===== src/rtl/spi_wb_bridge_pkg.sv =====
// Shared definitions for the SPI-to-Wishbone bridge: FSM encoding,
// command bytes, frame field lengths and the substitute read word.
package spi_wb_bridge_pkg;

    typedef enum logic [2:0] {
        ST_IDLE,
        ST_CMD,
        ST_ADDR,
        ST_WDATA,
        ST_DUMMY,
        ST_RDATA,
        ST_BUS,
        ST_IGNORE
    } state_t;

    localparam logic [7:0]  CMD_WR       = 8'h80;
    localparam logic [7:0]  CMD_RD       = 8'h00;

    localparam int          CMD_BITS     = 8;
    localparam int          ADDR_BITS    = 32;
    localparam int          WDATA_BITS   = 32;
    localparam int          DUMMY_BITS   = 8;
    localparam int          RDATA_BITS   = 32;

    localparam logic [31:0] TIMEOUT_DATA = 32'hDEADBEEF;

    // Index of the last bit of the field that a shifting state receives.
    function automatic logic [5:0] phase_last(input state_t s);
        case (s)
            ST_CMD:   return 6'(CMD_BITS - 1);
            ST_ADDR:  return 6'(ADDR_BITS - 1);
            ST_WDATA: return 6'(WDATA_BITS - 1);
            ST_DUMMY: return 6'(DUMMY_BITS - 1);
            ST_RDATA: return 6'(RDATA_BITS - 1);
            default:  return 6'd0;
        endcase
    endfunction

endpackage


===== src/rtl/spi_sync_edge.sv =====
// Brings the asynchronous SPI pins into the clk domain through 2-FF
// synchronizers and produces single-cycle edge strobes for SCK and CS.
module spi_sync_edge (
    input  logic clk,
    input  logic rst,
    input  logic spi_sck_i,
    input  logic spi_cs_n_i,
    input  logic spi_mosi_i,
    output logic sck_rise_o,
    output logic sck_fall_o,
    output logic cs_fall_o,
    output logic cs_rise_o,
    output logic mosi_o
);

    // Stages [1:0] synchronize, stage [2] holds the previous value for edges.
    logic [2:0] sck_q;
    logic [2:0] cs_q;
    logic [1:0] mosi_q;

    // Synchronizer chains; CS resets high so no false frame start follows reset.
    always_ff @(posedge clk) begin
        if (rst) begin
            sck_q  <= 3'b000;
            cs_q   <= 3'b111;
            mosi_q <= 2'b00;
        end else begin
            sck_q  <= {sck_q[1:0], spi_sck_i};
            cs_q   <= {cs_q[1:0], spi_cs_n_i};
            mosi_q <= {mosi_q[0], spi_mosi_i};
        end
    end

    // MOSI has the same synchronizer depth as SCK, so it is aligned with sck_rise_o.
    assign sck_rise_o =  sck_q[1] & ~sck_q[2];
    assign sck_fall_o = ~sck_q[1] &  sck_q[2];
    assign cs_fall_o  = ~cs_q[1]  &  cs_q[2];
    assign cs_rise_o  =  cs_q[1]  & ~cs_q[2];
    assign mosi_o     =  mosi_q[1];

endmodule


===== src/rtl/spi_wb_bridge.sv =====
// SPI mode-0 slave that turns write/read frames into single Wishbone
// classic bus cycles, with an ack timeout and a sticky error flag.
module spi_wb_bridge
    import spi_wb_bridge_pkg::*;
#(
    parameter int TIMEOUT = 256
) (
    input  logic        clk,
    input  logic        rst,
    input  logic        spi_sck,
    input  logic        spi_cs_n,
    input  logic        spi_mosi,
    output logic        spi_miso,
    output logic        spi_miso_oe,
    output logic [31:0] wb_adr_o,
    output logic [31:0] wb_dat_o,
    input  logic [31:0] wb_dat_i,
    output logic [3:0]  wb_sel_o,
    output logic        wb_we_o,
    output logic        wb_cyc_o,
    output logic        wb_stb_o,
    input  logic        wb_ack_i,
    output logic        err_o
);

    logic sck_rise, sck_fall, cs_fall, cs_rise, mosi_s;

    spi_sync_edge u_sync (
        .clk        (clk),
        .rst        (rst),
        .spi_sck_i  (spi_sck),
        .spi_cs_n_i (spi_cs_n),
        .spi_mosi_i (spi_mosi),
        .sck_rise_o (sck_rise),
        .sck_fall_o (sck_fall),
        .cs_fall_o  (cs_fall),
        .cs_rise_o  (cs_rise),
        .mosi_o     (mosi_s)
    );

    state_t      state_q, state_d;
    logic [5:0]  bit_cnt_q;
    logic [30:0] shift_q;
    logic [31:0] addr_q, wdata_q, miso_sr_q, to_cnt_q, adr_q, dat_q;
    logic        is_wr_q, req_pend_q, req_we_q, own_q, rd_valid_q;
    logic        cyc_q, we_q, err_q, miso_q;

    logic        shifting, phase_done, cmd_ok, abort, req_set;
    logic        bus_ack, bus_to, bus_end, rd_capture, rd_miss;
    logic [7:0]  cmd_byte;
    logic [31:0] word_in, first_word, miso_src;

    assign shifting   = state_q inside {ST_CMD, ST_ADDR, ST_WDATA, ST_DUMMY, ST_RDATA};
    assign phase_done = shifting && sck_rise && (bit_cnt_q == phase_last(state_q));
    assign cmd_byte   = {shift_q[6:0], mosi_s};
    assign word_in    = {shift_q, mosi_s};
    assign cmd_ok     = (cmd_byte == CMD_WR) || (cmd_byte == CMD_RD);
    // A CS rise ends the frame, except in BUS where the write is already complete.
    assign abort      = cs_rise && (state_q != ST_BUS);
    assign req_set    = phase_done && !cs_rise &&
                        (((state_q == ST_ADDR) && !is_wr_q) || (state_q == ST_WDATA));
    assign bus_ack    = cyc_q && wb_ack_i;
    assign bus_to     = cyc_q && !wb_ack_i && (to_cnt_q == 32'(TIMEOUT - 1));
    assign bus_end    = bus_ack || bus_to;
    // Read data is only taken while the dummy byte is still running for this frame.
    assign rd_capture = bus_end && own_q && !we_q && (state_q == ST_DUMMY);
    assign first_word = rd_valid_q ? miso_sr_q : TIMEOUT_DATA;
    assign miso_src   = (bit_cnt_q == 6'd0) ? first_word : miso_sr_q;
    assign rd_miss    = (state_q == ST_RDATA) && sck_fall && (bit_cnt_q == 6'd0) && !rd_valid_q;

    // FSM state register.
    always_ff @(posedge clk) begin
        if (rst) state_q <= ST_IDLE;
        else     state_q <= state_d;
    end

    // Next-state logic: field lengths drive the phase sequence, CS rise aborts.
    always_comb begin
        state_d = state_q;
        case (state_q)
            ST_IDLE: if (cs_fall) state_d = ST_CMD;
            ST_BUS: begin
                if (!req_pend_q && !cyc_q) state_d = ST_IDLE;
                else if (cs_fall)          state_d = ST_CMD;
            end
            default: begin
                if (cs_rise) begin
                    state_d = ST_IDLE;
                end else if (phase_done) begin
                    case (state_q)
                        ST_CMD:   state_d = cmd_ok ? ST_ADDR : ST_IGNORE;
                        ST_ADDR:  state_d = is_wr_q ? ST_WDATA : ST_DUMMY;
                        ST_WDATA: state_d = ST_BUS;
                        ST_DUMMY: state_d = ST_RDATA;
                        default:  state_d = ST_IDLE;
                    endcase
                end
            end
        endcase
    end

    // Serial receive path: bit counter, MOSI shifter and field capture.
    always_ff @(posedge clk) begin
        if (rst) begin
            bit_cnt_q <= 6'd0;
            shift_q   <= 31'd0;
            is_wr_q   <= 1'b0;
            addr_q    <= 32'd0;
            wdata_q   <= 32'd0;
        end else begin
            if (cs_fall || cs_rise || (state_d != state_q)) bit_cnt_q <= 6'd0;
            else if (shifting && sck_rise)                 bit_cnt_q <= bit_cnt_q + 6'd1;
            if (shifting && sck_rise) shift_q <= word_in[30:0];
            if ((state_q == ST_CMD) && phase_done && cmd_ok) is_wr_q <= (cmd_byte == CMD_WR);
            if ((state_q == ST_ADDR) && phase_done)  addr_q  <= word_in;
            if ((state_q == ST_WDATA) && phase_done) wdata_q <= word_in;
        end
    end

    // Wishbone master: one pending request, started only once the bus is idle.
    always_ff @(posedge clk) begin
        if (rst) begin
            req_pend_q <= 1'b0;
            req_we_q   <= 1'b0;
            cyc_q      <= 1'b0;
            we_q       <= 1'b0;
            own_q      <= 1'b0;
            adr_q      <= 32'd0;
            dat_q      <= 32'd0;
            to_cnt_q   <= 32'd0;
        end else begin
            if (req_set) begin
                req_pend_q <= 1'b1;
                req_we_q   <= (state_q == ST_WDATA);
            end else if (abort || !cyc_q) begin
                req_pend_q <= 1'b0;
            end
            if (cyc_q) begin
                to_cnt_q <= to_cnt_q + 32'd1;
                if (bus_end) begin
                    cyc_q    <= 1'b0;
                    we_q     <= 1'b0;
                    own_q    <= 1'b0;
                    to_cnt_q <= 32'd0;
                end else if (cs_rise) begin
                    own_q    <= 1'b0;
                end
            end else if (req_pend_q && !abort) begin
                cyc_q    <= 1'b1;
                we_q     <= req_we_q;
                adr_q    <= addr_q;
                dat_q    <= wdata_q;
                to_cnt_q <= 32'd0;
                own_q    <= 1'b1;
            end
        end
    end

    // Read return path and error flag; MISO only moves on SCK falls in RDATA.
    always_ff @(posedge clk) begin
        if (rst) begin
            miso_sr_q  <= 32'd0;
            miso_q     <= 1'b0;
            rd_valid_q <= 1'b0;
            err_q      <= 1'b0;
        end else begin
            if (req_set) begin
                rd_valid_q <= 1'b0;
            end else if (rd_capture) begin
                rd_valid_q <= 1'b1;
                miso_sr_q  <= bus_ack ? wb_dat_i : TIMEOUT_DATA;
            end
            if (state_q == ST_RDATA) begin
                if (sck_fall) begin
                    miso_q    <= miso_src[31];
                    miso_sr_q <= {miso_src[30:0], 1'b0};
                end
            end else begin
                miso_q <= 1'b0;
            end
            if (bus_to || rd_miss)                                      err_q <= 1'b1;
            else if ((state_q == ST_CMD) && phase_done && cmd_ok && !cs_rise) err_q <= 1'b0;
        end
    end

    assign spi_miso    = miso_q && (state_q == ST_RDATA);
    assign spi_miso_oe = ~spi_cs_n;
    assign wb_adr_o    = adr_q;
    assign wb_dat_o    = dat_q;
    assign wb_sel_o    = 4'hF;
    assign wb_we_o     = we_q;
    assign wb_cyc_o    = cyc_q;
    assign wb_stb_o    = cyc_q;
    assign err_o       = err_q;

endmodule


===== config.mk =====
export PLATFORM = sky130hd
export DESIGN_NAME = spi_wb_bridge
export DESIGN_NICKNAME = d
export VERILOG_FILES = /design/src/rtl/spi_wb_bridge_pkg.sv /design/src/rtl/spi_sync_edge.sv /design/src/rtl/spi_wb_bridge.sv
export SDC_FILE = /design/constraint.sdc
export NUM_CORES = 1
export LEC_CHECK = 0
export ABC_AREA = 1
export CORE_AREA = 4 4 180 182
export CTS_BUF_LIST = sky130_fd_sc_hd__clkbuf_2
export DETAILED_ROUTE_END_ITERATION = 10
export DIE_AREA = 0 0 184 186
export PLACE_DENSITY = 0.64
export SYNTH_ARGS = -nofsm -noshare
export SYNTH_HDL_FRONTEND = slang
export SYNTH_SLANG_ARGS = --single-unit

===== constraint.sdc =====
create_clock -name clk -period 2.75 [get_ports clk]
set_input_delay 0.6875 -clock clk [delete_from_list [all_inputs] [get_ports clk]]
set_output_delay 0.6875 -clock clk [all_outputs]
set_load 0.005 [all_outputs]

# [Word level (Yosys, flattened, before mapping)]
# Index checks and enable logic that the tools add are counted.
[word_totals] reg_bits=249 input_bits=38 out_inout_bits=74 wordCells=133
[classes] n_addsub=2 eq_ne=13 n_mux=33 bitwise_logic=11 reduce_logical=53
[op_table] operator="32-bit 2-to-1 mux" count=10
[op_table] operator="32-bit by 1-bit adder with 32-bit output (second input constant)" count=1
[op_table] operator="32-bit by 8-bit == test with 1-bit output (second input constant)" count=1
[op_table] operator="1-bit logical AND" count=23
[op_table] operator="3-bit 2-to-1 mux" count=6
[op_table] operator="1-bit 2-to-1 mux" count=14
[op_table] operator="3-bit case mux with 4 select lines" count=1
[op_table] operator="5-bit case mux with 2 select lines" count=1
[op_table] operator="3-bit == test (second input constant)" count=3
[op_table] operator="8-bit == test (second input constant)" count=1
[op_table] operator="1-bit zero test" count=8
[op_table] operator="8-bit zero test" count=1
[op_table] operator="2-bit OR reduction" count=4
[op_table] operator="1-bit logical OR" count=7
[op_table] operator="1-bit inverter" count=7
[op_table] operator="6-bit by 1-bit adder with 6-bit output (second input constant)" count=1
[op_table] operator="3-bit by 2-bit == test with 1-bit output (second input constant)" count=2
[op_table] operator="6-bit == test" count=1
[op_table] operator="6-bit zero test" count=1
[op_table] operator="3-bit case mux with 2 select lines" count=1
[op_table] operator="2-bit AND reduction" count=3
[op_table] operator="2-bit nonzero test" count=3
[op_table] operator="5-bit nonzero test" count=1
[op_table] operator="1-bit AND" count=4
[op_table] operator="other kinds (7)" count=7

# [Depth between registers and ports, before layout]
[logic_depth] word_depth=11 depth_mapped=16 ltp_nobuf=16

# [Hierarchy]
# A second synthesis with hierarchy kept.
[unflattened] cells_unflattened=1399 hier_area_um2=10376.2
[modules_own_cells] mod="spi_wb_bridge" instances=1 cells_per_inst=1368 area_each_um2=10129.7 seq_area_each_um2=4824.6
[modules_own_cells] mod="spi_sync_edge" instances=1 cells_per_inst=31 area_each_um2=246.5 seq_area_each_um2=160.2

# [Least setup slack after synthesis]
# No wires, ideal clock.
[synth_path] path_type="input to register" from="input port rst" to="register miso_sr_q[11]" setup_time_ns=0.064 arrival_time_ns=1.900 t_required_ns=2.686 setup_slack_ns=0.785 path_stages=7 n_path_buf=4 path_cell_list="clkbuf_1 > inv_1 > clkbuf_1 > buf_1 > clkbuf_1 > o21ai_0 > nor2_1"
[synth_lines] element="start: declaration" line="spi_wb_bridge.sv:9" rtl="input logic rst,"
[synth_lines] element="end signal: assignment" line="spi_wb_bridge.sv:171" rtl="miso_sr_q <= bus_ack ? wb_dat_i : TIMEOUT_DATA;"
[synth_lines] element="end signal: assignment" line="spi_wb_bridge.sv:176" rtl="miso_sr_q <= {miso_src[30:0], 1'b0};"
[synth_lines] element="end: declaration" line="spi_wb_bridge.sv:44" rtl="logic [31:0] addr_q, wdata_q, miso_sr_q, to_cnt_q, adr_q, dat_q;"

# [Final worst setup path]
[layout_path] from="register cyc_q, in the netlist wb_cyc_o" to="output port wb_cyc_o"
[layout_lines] element="start: declaration" line="spi_wb_bridge.sv:46" rtl="logic cyc_q, we_q, err_q, miso_q;"
[layout_lines] element="start signal: assignment" line="spi_wb_bridge.sv:125" rtl="cyc_q <= 1'b0;"
[layout_lines] element="start signal: assignment" line="spi_wb_bridge.sv:141" rtl="cyc_q <= 1'b0;"
[layout_lines] element="start signal: assignment" line="spi_wb_bridge.sv:149" rtl="cyc_q <= 1'b1;"
[layout_lines] element="end: declaration" line="spi_wb_bridge.sv:20" rtl="output logic wb_cyc_o,"
# No word-level cell between the ends.

==> results.txt <==
- Across the VDD grid, the largest voltage drop is 240 µV.
- The synthesized design contains 249 register bits.
- Counting flops with an async set or reset pin after synthesis yields a share of 0%.
- Clock-pin slew was measured on the worst setup and hold paths at 0.09 ns.
* Data required time of the critical path: 2.06 ns
- GRT Total Usage: 14.3%
- After layout, the design draws a total of 0.00721 W.
- Area growth from synthesis to layout: 19.2%
- Placed instance area: 0.0117 mm²
- Worst Skew: 0.0938 ns
- Initial Util: 33.7%
- Fraction of layout instances using a drive strength above 1: 10.9%
- Worst setup path endpoint: wb_cyc_o
- Synthesis produced a netlist whose cell count is 1374.
- In this run the worst path has a maximum fanout of 8.
- Number of placement rows: 64
* Sum of routed wire length over all layers: 24.7 mm
- The H-tree was split into 3 levels.
- CTS placed an instance of sky130_fd_sc_hd__clkbuf_2 at the clock tree root.
- The tree built by TritonCTS fans out to 249 sinks.
* Via/cell ratio: 4.75
- Counting instances in the post-synthesis netlist gives the leading cell types as sky130_fd_sc_hd__dfxtp_1 (249), sky130_fd_sc_hd__nand2_1 (237), sky130_fd_sc_hd__a21oi_1 (218).
- Routability congestion estimate from global placement: 0.859
- Crit path time final: 2.63 ns
- Setup violation total in the final timing report: 0
* Average cell area after synthesis: 7.51 µm²
* TritonCTS clock tree: built
- ANT nets after route: 0
- Counting cells, the worst reg-to-reg path comes to 14.
- The count of cells in the finished layout, fillers not included, comes to 1927.
- For this run, the number of Yosys warnings is 0.
- Via count of the first global-routing pass: 8690
- Detailed placer's ending HPWL: 16.4 mm
- Signal arrival time at the worst endpoint: 1.94 ns
* IO Port Bufs: 107
* Flop-to-flop setup slack: 0.45 ns
* Pin slew with the least headroom to its limit: 1.15 ns
* Most frequent cell after synthesis: sky130_fd_sc_hd__dfxtp_1
* DR vias: 9152
* Number of unique standard cell types used by synthesis: 44
* First element of the critical path: wb_cyc_o$_SDFF_PP0_
- Initial DRC Count: 461
* Die span in x: 184 µm
- Derived from the worst setup path, the maximum achievable clock frequency is 380 MHz.
- Die Y: 186 µm
- The worst setup path is launched from a flop.
* Total CTS buffers: 68
- The tightest min-delay check is of the reg2reg type.
- After global routing the overflow that remains totals 0.
- The synthesized design contains 0 enable-type register cells.
- sky130_fd_sc_hd__dfxtp_1 takes more of the synthesized area than any other cell.
- The worst pin sits at a relative slew slack of 23.5%.
- Of the post-synthesis cell area, the dominant cell type holds 48.3%.
* Wire length of the first global-routing pass: 41.4 mm
- Clock latency of the later-clocked register in the worst-skew pair: 0.84 ns
* Post-CTS repair timing setup buffer count: 0
- Floorplan core area: 0.0306 mm²
* Post-synthesis instance area: 0.0103 mm²
- Fin crit share: 95.6%
- Sequential cells were found to cover 48.3% of the synthesized design area.
- Number of slew-limit violations in the final report: 0
- Entering global routing, the biggest net connects 105 pins.
* Die area: 0.0342 mm²
* R2R Path Start: to_cnt_q[0]$_SDFFE_PP0P_
- STA classifies the critical path endpoint as a primary output.
- In the final design database the tool counted 1535 nets.
- Number of antenna violations at the first check in global routing: 2
* Num ports: 112
- After synthesis, the cell types taking the most area are sky130_fd_sc_hd__dfxtp_1 (48%), sky130_fd_sc_hd__a21oi_1 (11%), sky130_fd_sc_hd__nand2_1 (8.6%).
- Final count of hold timing violations: 0
- Status: completed
* Max Buffers Root-to-Sink: 3
- Total DRC errors in the routed layout: 0
- Most used flip-flop cell after synthesis: sky130_fd_sc_hd__dfxtp_1
- Placed cell count: 1818
- For this design the ratio of total power to cell area is 586 mW/mm².
- Critical register-to-register path endpoint: miso_sr_q[26]$_SDFF_PP0_
- Summing all non-filler instances in the final layout gives an area of 0.0123 mm².
- Max-cap violations in this run came to 0.
- By startpoint and endpoint, the worst setup path is classified as reg2out.
- The first TritonRoute pass finished after 5 iterations.
* Drt wl/cell: 12.8 µm
- For this design the static power due to leakage is 4.48 nW.
## kinds of logic (layout without fill, tap and decap cells)
logic type	Yosys count	in the layout	synth area share [%]
adders and majority gates	5	5	0.606
AOI/OAI and AO/OA	387	387	19.7
other	1	6	0.0363
buffers and inverters	250	402	9.68
xor gates and xnor gates	28	28	2.38
and+or+nand+nor	454	454	19.3
DFF	249	249	48.3
## cell usage in the layout, fill, tap and decap left out, drive strengths merged, types with 2 or more instances in the layout
cell type	count
clkinv	12
xor2	24
o211ai	13
clkdlybuf4s50	105
nor2	106
inv	167
nand2	246
nor4	6
a22oi	9
conb	4
buf	22
a31oi	2
nand4	17
nand3b	3
ha	5
dfxtp	249
nand3	42
xnor2	4
a211oi	4
diode	2
a21oi	219
nor3	32
o21ai	134
clkbuf	93
## power breakdown
group          internal [W]  switching [W]
combinational      0.000314       0.000589
sequential          0.00371       0.000116
clock               0.00101        0.00147
## state kept, by name, indices dropped and copies added, names as in the netlist
| register | cells |
|---|---|
| addr_q | 32 |
| miso_sr_q | 32 |
| to_cnt_q | 32 |
| wb_adr_o | 32 |
| wb_dat_o | 32 |
| wdata_q | 32 |
| shift_q | 31 |
| bit_cnt_q | 6 |
| state_q | 3 |
| u_sync.cs_q | 3 |
| u_sync.sck_q | 3 |
| u_sync.mosi_q | 2 |
| err_o | 1 |
| is_wr_q | 1 |
| miso_q | 1 |
| own_q | 1 |
| rd_valid_q | 1 |
| req_pend_q | 1 |
| req_we_q | 1 |
| wb_cyc_o | 1 |
| wb_we_o | 1 |
## cell type report
| cell class | instances | area (µm²) |
|---|---|---|
| clock buffer | 93 | 465 |
| sequential | 249 | 4990 |
| timing repair buffer | 128 | 1250 |
| antenna | 2 | 5.00 |
| multi-input combinational | 878 | 4360 |
| clock inverter | 14 | 104 |
| fill | 3184 | 18300 |
| inverter | 167 | 631 |
| tap | 396 | 495 |
## worst min path at each step
| stage | from | to | slack (ns) | cells past startpoint |
|---|---|---|---|---|
| 2_1_floorplan | u_sync.mosi_q[0]$_SDFF_PP0_ | u_sync.mosi_q[1]$_SDFF_PP0_ | 0.39 | 2 |
| 3_3_place_gp | u_sync.mosi_q[0]$_SDFF_PP0_ | u_sync.mosi_q[1]$_SDFF_PP0_ | 0.39 | 2 |
| 3_5_place_dp | u_sync.cs_q[0]$_SDFF_PP1_ | u_sync.cs_q[1]$_SDFF_PP1_ | 0.40 | 1 |
| 4_1_cts | spi_sck | u_sync.sck_q[0]$_SDFF_PP0_ | 0.36 | 3 |
| 5_1_grt | spi_sck | u_sync.sck_q[0]$_SDFF_PP0_ | 0.36 | 3 |
| 6_report | u_sync.mosi_q[0]$_SDFF_PP0_ | u_sync.mosi_q[1]$_SDFF_PP0_ | 0.41 | 2 |
## routing by layer
| layer | global-route usage [%] | wire length [µm] | vias up | part of all wire [%] |
|---|---|---|---|---|
| met1 | 18.9 | 11700 | 4156 | 47 |
| met4 | 4.29 | 324 | 0 | 1.3 |
| met2 | 22.8 | 11000 | 219 | 45 |
| met3 | 4.14 | 1630 | 31 | 6.6 |
| met5 | 0 | 0 | - | 0 |
| li1 | - | - | 4746 | - |
## worst max-delay path, cell delays in order (launching register included)
cell                              delay (ns)
sky130_fd_sc_hd__dfxtp_1                0.44
sky130_fd_sc_hd__buf_4                  0.20
sky130_fd_sc_hd__clkdlybuf4s50_1        0.51
## metrics by stage
stage | hold slack [ns] | util, % | setup slack (ns) | TNS, ns
2_1_floorplan | 0.388 | - | 0.785 | 0
5_1_grt | 0.361 | 40.2 | -0.0131 | -0.0163
3_5_place_dp | 0.399 | 38.3 | 0.138 | 0
4_1_cts | 0.362 | 40.2 | 0.0519 | 0
6_report | 0.412 | 40.2 | 0.121 | 0
3_3_place_gp | 0.392 | 38.3 | 0.198 | 0
## what timing repair did
action | in CTS | in global routing
gates resized for setup | 9 | 0
hold buffers | 0 | 0
endpoints found under the setup margin | 1 | 0
Note: power is estimated with default switching activity, not from simulation.
